[src/rtl/astable555_pkg.sv]
// Shared types and helpers for the fixed-point 555 astable model.
// Voltages are unsigned Q4.12 words (1.0 V = VOLT_ONE).
package astable555_pkg;

  localparam int VOLT_W   = 16;
  localparam int VOLT_ONE = 4096;

  typedef enum logic {
    CHARGING    = 1'b0,
    DISCHARGING = 1'b1
  } state_e;

  // Adds a signed step to an unsigned value and clamps the result to
  // [0, maxVal]. Operands are carried in 32 bits so any word width up to
  // 31 bits can share this one helper; callers cast the result back down.
  function automatic logic [31:0] sat_add(
    input logic [31:0]        base,
    input logic signed [31:0] delta,
    input logic [31:0]        maxVal
  );
    logic signed [33:0] sum;
    sum = $signed({2'b00, base}) + 34'(delta);
    if (sum < 34'sd0) begin
      return 32'd0;
    end
    if (sum > $signed({2'b00, maxVal})) begin
      return maxVal;
    end
    return sum[31:0];
  endfunction

endpackage

[src/rtl/astable555_core_rc_step.sv]
// One discrete step of an RC node: cap moves a fraction K (Q0.16) of the
// way toward target, never stalls while target != cap, and saturates to
// the unsigned word range. Purely combinational so other RC stages can
// reuse it with their own coefficients.
module rc_step
  import astable555_pkg::*;
#(
  parameter int W = VOLT_W
) (
  input  logic [W-1:0] target_i,
  input  logic [W-1:0] cap_i,
  input  logic [15:0]  k_i,
  output logic [W-1:0] cap_next_o
);

  localparam int          PW      = 2 * W + 2;
  localparam logic [31:0] CAP_MAX = 32'((64'd1 << W) - 64'd1);

  logic signed [W:0]    diff;
  logic signed [PW-1:0] diffExt;
  logic signed [PW-1:0] kExt;
  logic signed [PW-1:0] product;
  logic signed [PW-1:0] scaled;
  logic signed [W+1:0]  delta;

  // Scale the error by K with a flooring arithmetic shift; a step that
  // rounds to zero is bumped to +/-1 so the node always converges.
  always_comb begin
    diff    = $signed({1'b0, target_i}) - $signed({1'b0, cap_i});
    diffExt = PW'(diff);
    kExt    = PW'($signed({1'b0, k_i}));
    product = diffExt * kExt;
    scaled  = product >>> 16;
    delta   = (W+2)'(scaled);
    if (scaled == '0 && diff != '0) begin
      delta = diff[W] ? '1 : (W+2)'(1);
    end
    cap_next_o = W'(sat_add(32'(cap_i), 32'(delta), CAP_MAX));
  end

endmodule

[src/rtl/astable555_core.sv]
// Behavioural 555 timer in astable mode: RC capacitor, threshold/trigger
// comparators, output latch, active-low RESET pin and a period counter
// that reports the spacing of output rising edges in sample ticks.
module astable555_core
  import astable555_pkg::*;
#(
  parameter int W           = VOLT_W,
  parameter int K_CHARGE    = 655,
  parameter int K_DISCHARGE = 1311,
  parameter int CNT_W       = 24
) (
  input  logic             clk,
  input  logic             rst,
  input  logic             ce,
  input  logic [W-1:0]     vcc,
  input  logic [W-1:0]     v_control,
  input  logic             reset_pin_n,
  output logic [W-1:0]     square_wave,
  output logic             out_high,
  output logic [W-1:0]     v_cap,
  output logic [CNT_W-1:0] period_ticks,
  output logic             period_valid
);

  localparam logic [15:0]       K_CHG   = 16'(K_CHARGE);
  localparam logic [15:0]       K_DIS   = 16'(K_DISCHARGE);
  localparam logic [31:0]       CNT_MAX = 32'((64'd1 << CNT_W) - 64'd1);

  state_e           state_q;
  logic [W-1:0]     cap_q;
  logic [W-1:0]     cap_d;
  logic [CNT_W-1:0] counter_q;
  logic [CNT_W-1:0] counterInc;
  logic [CNT_W-1:0] periodTicks_q;
  logic             periodValid_q;
  logic             outHigh_q;
  logic             outHigh_d;
  logic [W-1:0]     squareWave_q;
  logic [W-1:0]     capTarget;
  logic [15:0]      capCoeff;
  logic [W-1:0]     trgLevel;
  logic             trigHit;
  logic             thrHit;

  // The cap charges toward vcc only while latched high and RESET is not
  // pulling the discharge transistor on; otherwise it bleeds toward 0.
  always_comb begin
    outHigh_d  = (state_q == CHARGING) && reset_pin_n;
    capTarget  = outHigh_d ? vcc : '0;
    capCoeff   = outHigh_d ? K_CHG : K_DIS;
    counterInc = CNT_W'(sat_add(32'(counter_q), 32'sd1, CNT_MAX));
  end

  rc_step #(
    .W(W)
  ) u_rc_step (
    .target_i  (capTarget),
    .cap_i     (cap_q),
    .k_i       (capCoeff),
    .cap_next_o(cap_d)
  );

  // Comparators look at the cap value this tick is about to produce.
  always_comb begin
    trgLevel = v_control >> 1;
    trigHit  = (cap_d <= trgLevel);
    thrHit   = (cap_d >= v_control);
  end

  // Latch state, capacitor, period counter and the registered output pins.
  always_ff @(posedge clk) begin
    if (rst) begin
      state_q       <= CHARGING;
      cap_q         <= '0;
      counter_q     <= '0;
      periodTicks_q <= '0;
      periodValid_q <= 1'b0;
      outHigh_q     <= 1'b0;
      squareWave_q  <= '0;
    end else begin
      periodValid_q <= 1'b0;
      outHigh_q     <= outHigh_d;
      squareWave_q  <= outHigh_d ? vcc : '0;
      if (!reset_pin_n) begin
        state_q <= DISCHARGING;
        if (ce) begin
          cap_q     <= cap_d;
          counter_q <= counterInc;
        end
      end else if (ce) begin
        cap_q <= cap_d;
        if (trigHit) begin
          state_q <= CHARGING;
        end else if (thrHit) begin
          state_q <= DISCHARGING;
        end
        if ((state_q == DISCHARGING) && trigHit) begin
          periodTicks_q <= counterInc;
          periodValid_q <= 1'b1;
          counter_q     <= '0;
        end else begin
          counter_q <= counterInc;
        end
      end
    end
  end

  assign square_wave  = squareWave_q;
  assign out_high     = outHigh_q;
  assign v_cap        = cap_q;
  assign period_ticks = periodTicks_q;
  assign period_valid = periodValid_q;

endmodule

[config.mk]
export PLATFORM = sky130hd
export DESIGN_NAME = astable555_core
export DESIGN_NICKNAME = d
export VERILOG_FILES = /design/src/rtl/astable555_pkg.sv /design/src/rtl/astable555_core_rc_step.sv /design/src/rtl/astable555_core.sv
export SDC_FILE = /design/constraint.sdc
export NUM_CORES = 1
export LEC_CHECK = 0
export ABC_AREA = 1
export CAP_MARGIN = 20
export CORE_ASPECT_RATIO = 0.6
export CORE_MARGIN = 2
export CORE_UTILIZATION = 40
export CTS_BUF_LIST = sky130_fd_sc_hd__clkbuf_16
export CTS_CLUSTER_SIZE = 14
export DETAILED_ROUTE_END_ITERATION = 6
export PLACE_DENSITY = 0.59
export SKIP_CTS_REPAIR_TIMING = 1
export SLEW_MARGIN = 20
export SYNTH_ARGS = -nofsm -noshare
export SYNTH_HDL_FRONTEND = slang
export SYNTH_SLANG_ARGS = --single-unit
[constraint.sdc]
create_clock -name clk -period 13.7 [get_ports clk]
set_clock_uncertainty 0.05 [all_clocks]
set_input_delay 2.74 -clock clk [delete_from_list [all_inputs] [get_ports clk]]
set_output_delay 2.74 -clock clk [all_outputs]
set_load 0.02 [all_outputs]
## Word level (Yosys, flattened, before mapping)

Cells that the tools add are included.

| storage, ports and cells | value |
|---|---|
| flip-flop bits (word level) | 83 |
| output and inout bits | 58 |

| operators by class | value |
|---|---|
| add/sub/neg operators | 3 |
| multipliers | 1 |
| order comparisons | 6 |
| equal/unequal tests | 2 |
| multiplexer cells | 27 |
| bitwise operators | 3 |
| reductions and logical operators | 8 |

Operator list:

| operator | count |
|---|---|
| $mux 24 | 8 |
| $mux 16 | 5 |
| $mux 18 | 2 |
| $logic_not 34->1 | 1 |
| $mul 17x12->29 | 1 |
| $add 24x1->25 const B | 1 |
| $gt 25x24->1 const B | 1 |
| $lt 25x1->1 const B | 1 |
| $add 17x18->19 | 1 |
| $gt 19x17->1 const B | 1 |
| $lt 19x1->1 const B | 1 |
| $reduce_bool 17->1 | 1 |
| $sub 16x16->17 | 1 |
| $ge 16x16->1 | 1 |
| $le 16x15->1 | 1 |
| $mux 1 | 11 |
| $mux 11 | 1 |
| $logic_and 1x1->1 | 3 |
| $ne 3x1->1 const B | 1 |
| $not 1->1 | 3 |
| $reduce_and 3->1 | 1 |
| $reduce_or 3->1 | 1 |
| $ne 2x2->1 const B | 1 |
| $reduce_and 2->1 | 1 |

## Longest topological paths before layout

| depth | value |
|---|---|
| word-level depth | 19 |
| depth in mapped cells | 78 |
| mapped depth without buffers | 75 |

## Modules after synthesis

Synthesis repeated with hierarchy kept, for this count alone.

| unflattened totals | value |
|---|---|
| cell total of the unflattened synthesis | 2553 |
| area, all modules | 18061.1 um^2 |

Modules (own cells, without submodules):

| module | times used | cells an instance | area an instance (um^2) | seq. area each (um^2) |
|---|---|---|---|---|
| rc_step | 1 | 1845 | 13207.7 | 0.0 |
| astable555_core | 1 | 708 | 4853.4 | 1661.6 |

## Worst setup path before layout

No wires, ideal clock.

| path | value |
|---|---|
| kind | in2reg |
| from | input reset_pin_n |
| to | register counter_q[6] |
| setup time | 132 ps |
| data arrival time | 13439 ps |
| required time | 13518 ps |
| setup slack | 79 ps |
| stages | 70 |
| cell sequence | inv_2 -> nor2_2 -> inv_2 -> buf_1 -> nor2_1 -> ha_1 -> a21oi_1 -> a21boi_0 -> nand3_1 -> a21oi_1 -> inv_1 -> a21oi_1 -> o21ai_0 -> a21oi_1 -> o21bai_1 -> xor2_1 -> inv_1 -> nor2_1 -> (+34 left out) -> nand2_1 -> nand2_4 -> buf_2 -> nand2_1 -> ha_1 -> a21oi_1 -> o21ai_0 -> a21oi_1 -> o221ai_1 -> nand2_1 -> a21boi_0 -> o22ai_1 -> inv_1 -> nor2_8 -> nand3_2 -> buf_4 -> nand2_1 -> a21oi_1 |

| between the ends | value |
|---|---|
| word-level cells in the longest chain between the ends | 18 |
| elaborated cells on any way between the ends | 24 |
| classes of those cells | add/sub: 2; mul: 1; order compare: 3; mux: 13; reduce/logical: 5 |

Ends and longest elaborated chain:

| what | line | text |
|---|---|---|
| from (decl) | astable555_core.sv:17 | `input logic reset_pin_n,` |
| $logic_and 1x1->1 (*) | astable555_core.sv:48 | `outHigh_d = (state_q == CHARGING) && reset_pin_n;` |
| $mux 16 (*) | -- |  |
| net capTarget[8] | astable555_core.sv:39 | `logic [W-1:0] capTarget;` |
| $sub 16x16->17 (*) | astable555_core_rc_step.sv:29 | `diff = $signed({1'b0, target_i}) - $signed({1'b0, cap_i});` |
| $mul 17x12->29 | astable555_core_rc_step.sv:32 | `product = diffExt * kExt;` |
| $logic_not 34->1 | astable555_core_rc_step.sv:35 | `if (scaled == '0 && diff != '0) begin` |
| $logic_and 1x1->1 | astable555_core_rc_step.sv:35 |  |
| $mux 18 (*) | astable555_core_rc_step.sv:35 |  |
| (+4 left out) | -- |  |
| $mux 16 | astable555_pkg.sv:29 | `return sum[31:0];` |
| $mux 16 (*) | astable555_pkg.sv:26 | `if (sum > $signed({2'b00, maxVal})) begin` |
| net cap_d[3] | astable555_core.sv:31 | `logic [W-1:0] cap_d;` |
| $le 16x15->1 (*) | astable555_core.sv:66 | `trigHit = (cap_d <= trgLevel);` |
| $logic_and 1x1->1 (*) | astable555_core.sv:97 | `if ((state_q == DISCHARGING) && trigHit) begin` |
| $mux 24 (*) | astable555_core.sv:97 |  |
| $mux 24 (*) | astable555_core.sv:90 | `end else if (ce) begin` |
| $mux 24 (*) | astable555_core.sv:84 | `if (!reset_pin_n) begin` |
| to (signal assigned) | astable555_core.sv:88 | `counter_q <= counterInc;` |
| to (signal assigned) | astable555_core.sv:102 | `counter_q <= counterInc;` |
| to (decl) | astable555_core.sv:32 | `logic [CNT_W-1:0] counter_q;` |

Mark *: on every way through the listed nets, which the timed path passes. The rest lies on a longest branch. The select of a mux whose other input is x is not followed.
A chain may end at the register's enable or synchronous reset.

## Worst setup path after layout

| path | value |
|---|---|
| from | input vcc[2] |
| to | register periodTicks_q[14] (netlist: period_ticks[14]) |

| between the ends | value |
|---|---|
| word-level cells in the longest chain between the ends | 15 |
| elaborated cells on any way between the ends | 20 |
| classes of those cells | add/sub: 2; mul: 1; order compare: 3; mux: 9; reduce/logical: 5 |

Ends and longest elaborated chain:

| what | line | text |
|---|---|---|
| from (decl) | astable555_core.sv:15 | `input logic [W-1:0] vcc,` |
| $mux 16 (*) | -- |  |
| net capTarget[2] | astable555_core.sv:39 |  |
| $sub 16x16->17 (*) | astable555_core_rc_step.sv:29 |  |
| $mul 17x12->29 | astable555_core_rc_step.sv:32 |  |
| $logic_not 34->1 | astable555_core_rc_step.sv:35 |  |
| $logic_and 1x1->1 | astable555_core_rc_step.sv:35 |  |
| $mux 18 (*) | astable555_core_rc_step.sv:35 |  |
| $add 17x18->19 (*) | astable555_pkg.sv:22 | `sum = $signed({2'b00, base}) + 34'(delta);` |
| $gt 19x17->1 | astable555_pkg.sv:26 |  |
| $mux 1 (2 in series) | astable555_pkg.sv:26 |  |
| $mux 16 | astable555_pkg.sv:29 |  |
| $mux 16 (*) | astable555_pkg.sv:26 |  |
| net cap_d[1] | astable555_core.sv:31 |  |
| $le 16x15->1 (*) | astable555_core.sv:66 |  |
| $logic_and 1x1->1 (*) | astable555_core.sv:97 |  |
| $reduce_and 3->1 (no source line) (*) | -- |  |
| to (signal assigned) | astable555_core.sv:98 | `periodTicks_q <= counterInc;` |
| to (decl) | astable555_core.sv:34 | `logic [CNT_W-1:0] periodTicks_q;` |

Marked as above.

==> results.yml <==
sta:
  min_period_over_period_pct: 95.7
  max_slew.worst_pin.slew_ps: 762
  max_clock_freq_mhz: 76.3
  setup_failing_eps_final: 0
  max-slew-margin-rel_pct: 49.2
  period_needed_ps: 13110
  final-max-slew-violation-count: 0
  hold_violations: 0
critical_path:
  cp-startpoint: "vcc[2]"
  critical_path_cell_count: 72
  cpMaxStageDelayCell: "sky130_fd_sc_hd__fa_1"
  crit_path_required_time_ps: 13890
  worst_ep_arrival_time_ps: 13310
  cp_capture_type: "flip-flop"
  critPathBufInv: 14
  startpoint_of_the_worst_slack_reg_to_reg_timing_path: "state_q"
  cp_top_family: "adder cells"
  critical_path.max_stage_delay_ps: 540
  setup.worst_path.class: "in2reg"
  setup.worst_path.start_class: "primary input"
  worstRegToRegCells: 72
  critical_path_peak_fanout: 12
route:
  drtIter0Drc: 951
  drtPass1Iterations: 5
  dr_total_vias: 11250
  wl_per_cell_um: 15.4
  drc: 0
  postRouteWirelength_mm: 35.6
  drt-vias-per-instance: 4.88
  final_antenna_net_count: 0
floorplan:
  initial_utilization_pct: 40.7
  placeableCoreArea_um2: 28800
  die_w_um: 225
  chipHeight_um: 137
  std_cell_rows: 48
  die_area_um2: 30700
  ios: 94
final_layout:
  post-route-util_pct: 52.4
  fill_cells: 2813
  share_of_cells_above_drive_strength_1_pct: 18.1
  seqCellArea_um2: 1660
  fin_nets: 2210
  multi_input_comb_area_um2: 8950
  n_antenna_cell: 0
  syn_to_final_growth_pct: 28.7
logic_synthesis:
  synth.top_cells.by_area: "sky130_fd_sc_hd__fa_1 (17%), sky130_fd_sc_hd__ha_1 (16%), sky130_fd_sc_hd__dfxtp_1 (14%)"
  yosys_warnings: 0
  synth_seq_area_share_pct: 14.2
  yosys.area_share.adder_pct: 33.0
  synth.mux.area_fraction_pct: 0
  synth_enable_flop_cells: 0
  combinational_family_with_the_most_area_after_synthesis: "adder cells"
  area_fraction_in_compound_gates_after_synthesis_pct: 9.97
  postSynthAreaPerCell_um2: 7.01
  synth-async-reset-ratio_pct: 0
  synth_top_cell_area_share_pct: 16.9
  synth_simple_gate_area_share_pct: 25.9
  post-synth-top-area-cell: "sky130_fd_sc_hd__fa_1"
  synth_cell_type_count: 52
  synth_seq_cells: 83
  synth_xor_area_share_pct: 3.81
  postSynth.topFlopCell: "sky130_fd_sc_hd__dfxtp_1"
  post_synth_instance_area_um2: 11700
  netlist_instances: 1671
global_route:
  global_route.usage.total_pct: 23.4
  grt_most_used_layer: "met1"
  grt_antenna_before_repair: 1
  groute.layer.met3.usage_pct: 3.89
  grt_use_met1_pct: 40.1
  largest_net_degree_at_the_start_of_global_routing: 79
  grt_remaining_overflow: 0
  grt.met2_usage_pct: 29.6
  grt_pass1_wl_mm: 55.9
  grt_pass1_vias: 10259
clocking:
  cts.path.max_buffers: 2
  cts.reportedPaths.clkPinSlew_ps: 70
  cts.sinks: 83
  cts.htree.levels: 3
  cts_inserted_buffers: 9
  ctsRootBufferMaster: "sky130_fd_sc_hd__clkbuf_16"
  insertion_delay_ps: 360
  cts_tree: "done"
worst_hold_path:
  min-delay-path-class: "reg2reg"
  cell_depth_of_the_worst_min_delay_path: 2
  timing.hold.worst.start: "period_ticks[7]"
placement:
  gpl.final_weighted_congestion: 0.957
  hpwlAfterDp_mm: 30.5
  port_buffers: 93
status:
  result_of_the_run: "finished clean"
run:
  max_cap_violations: 0
-- kinds of logic after synthesis --
| kind of cell | Yosys count |
|---|---|
| AND/OR/NAND/NOR | 683 |
| AO/OA/AOI/OAI | 205 |
| adder cells (fa/ha/maj) | 250 |
| XOR/XNOR | 51 |
| flip-flops | 83 |
| other | 2 |
| buffers and inverters | 397 |
-- Yosys cell counts (3+ instances only) --
master / number
sky130_fd_sc_hd__nor3_1: 5
sky130_fd_sc_hd__fa_1: 99
sky130_fd_sc_hd__inv_2: 8
sky130_fd_sc_hd__nand3_1: 63
sky130_fd_sc_hd__nand2_4: 7
sky130_fd_sc_hd__clkbuf_1: 39
sky130_fd_sc_hd__o21bai_1: 19
sky130_fd_sc_hd__buf_2: 4
sky130_fd_sc_hd__nand2_1: 354
sky130_fd_sc_hd__inv_1: 333
sky130_fd_sc_hd__xnor2_1: 15
sky130_fd_sc_hd__a21o_1: 6
sky130_fd_sc_hd__buf_1: 5
sky130_fd_sc_hd__dfxtp_1: 83
sky130_fd_sc_hd__nand3b_1: 4
sky130_fd_sc_hd__buf_4: 3
sky130_fd_sc_hd__a21boi_0: 10
sky130_fd_sc_hd__o21ai_0: 48
sky130_fd_sc_hd__nand4_1: 38
sky130_fd_sc_hd__xor2_1: 36
sky130_fd_sc_hd__ha_1: 151
sky130_fd_sc_hd__nor2_1: 151
sky130_fd_sc_hd__nor4_1: 9
sky130_fd_sc_hd__nor2_2: 26
sky130_fd_sc_hd__or2_2: 9
sky130_fd_sc_hd__a21oi_1: 106
sky130_fd_sc_hd__nand2_2: 4
-- final cells by class --
class / count / share of cell area [%]
flip-flops and latches: 83 / 11.0
repair buffers: 283 / 16.0
well taps: 375 / 3.11
inverters: 343 / 8.57
clock inverters: 7 / 0.406
clock buffers: 9 / 1.49
multi-input cells: 1203 / 59.3
repair inverters: 1 / 0.0498
-- layer usage --
layer,vias to the layer above,part of all wire (%)
met5,-,0.21
met4,4,0.77
met3,20,7.0
met2,324,36
met1,5206,56
li1,5696,-
-- cell usage in the layout (no fill, tap or decap), types with 3 or more instances in the layout --
cell type | netlist | layout
sky130_fd_sc_hd__nand2_4 | 7 | 8
sky130_fd_sc_hd__buf_12 | 0 | 3
sky130_fd_sc_hd__buf_4 | 3 | 184
sky130_fd_sc_hd__nand3b_1 | 4 | 4
sky130_fd_sc_hd__fa_1 | 99 | 98
sky130_fd_sc_hd__clkbuf_16 | 0 | 10
sky130_fd_sc_hd__nor2_1 | 151 | 137
sky130_fd_sc_hd__nand4_1 | 38 | 38
sky130_fd_sc_hd__nand2_2 | 4 | 17
sky130_fd_sc_hd__inv_2 | 8 | 11
sky130_fd_sc_hd__o21ai_1 | 1 | 4
sky130_fd_sc_hd__o21bai_1 | 19 | 16
sky130_fd_sc_hd__nor2_4 | 2 | 5
sky130_fd_sc_hd__a21oi_1 | 106 | 96
sky130_fd_sc_hd__conb_1 | 2 | 13
sky130_fd_sc_hd__inv_1 | 333 | 329
sky130_fd_sc_hd__ha_1 | 151 | 137
sky130_fd_sc_hd__nor2_2 | 26 | 38
sky130_fd_sc_hd__o21bai_2 | 0 | 3
sky130_fd_sc_hd__dfxtp_1 | 83 | 83
sky130_fd_sc_hd__xnor2_1 | 15 | 15
sky130_fd_sc_hd__a21boi_0 | 10 | 9
sky130_fd_sc_hd__or2_2 | 9 | 9
sky130_fd_sc_hd__nand3_2 | 2 | 5
sky130_fd_sc_hd__nand3_1 | 63 | 60
sky130_fd_sc_hd__xor2_1 | 36 | 34
sky130_fd_sc_hd__a21oi_2 | 0 | 10
sky130_fd_sc_hd__a21o_1 | 6 | 6
sky130_fd_sc_hd__o21ai_0 | 48 | 43
sky130_fd_sc_hd__nand2_1 | 354 | 339
sky130_fd_sc_hd__clkdlybuf4s50_1 | 0 | 91
sky130_fd_sc_hd__o21ai_2 | 2 | 4
sky130_fd_sc_hd__nor3_1 | 5 | 5
sky130_fd_sc_hd__nor4_1 | 9 | 8
sky130_fd_sc_hd__ha_4 | 0 | 12
-- flip-flops by register name, summed over array words and instances, names as in the netlist --
name / cells
period_ticks: 24
square_wave: 16
out_high: 1
v_cap: 16
state_q: 1
counter_q: 24
period_valid: 1
-- worst register-to-register path, delay by kind of cell, from the launching register on --
family | cells | cell delay [ps]
fa+ha+maj | 9 | 3390
compound gates | 18 | 2400
flops | 1 | 790
simple gates | 31 | 2990
xor+xnor | 1 | 170
buf+inv | 13 | 1320
-- worst paths after layout --
kind,endpoint,slack [ps]
worst max-delay path,period_ticks[14],590
worst min-delay path,period_ticks[7],420
worst max register to register,period_ticks[14],2470
worst min register to register,period_ticks[7],420
-- stage by stage --
step,hold WS [ps],worst slack [ps],area (um2),instances,TNS (ps)
5_1_grt,442,-129,15100,2304,-3540
3_3_place_gp,403,-241,14300,2274,-9200
4_1_cts,420,-158,14600,2290,-4710
3_5_place_dp,406,-508,14300,2274,-22110
2_1_floorplan,420,78.5,11800,1682,0
6_report,419,586,15100,2304,0
Power is left out: the tool's default activity adds up to more than one toggle a clock period on the data nets, which glitch-free logic cannot reach.
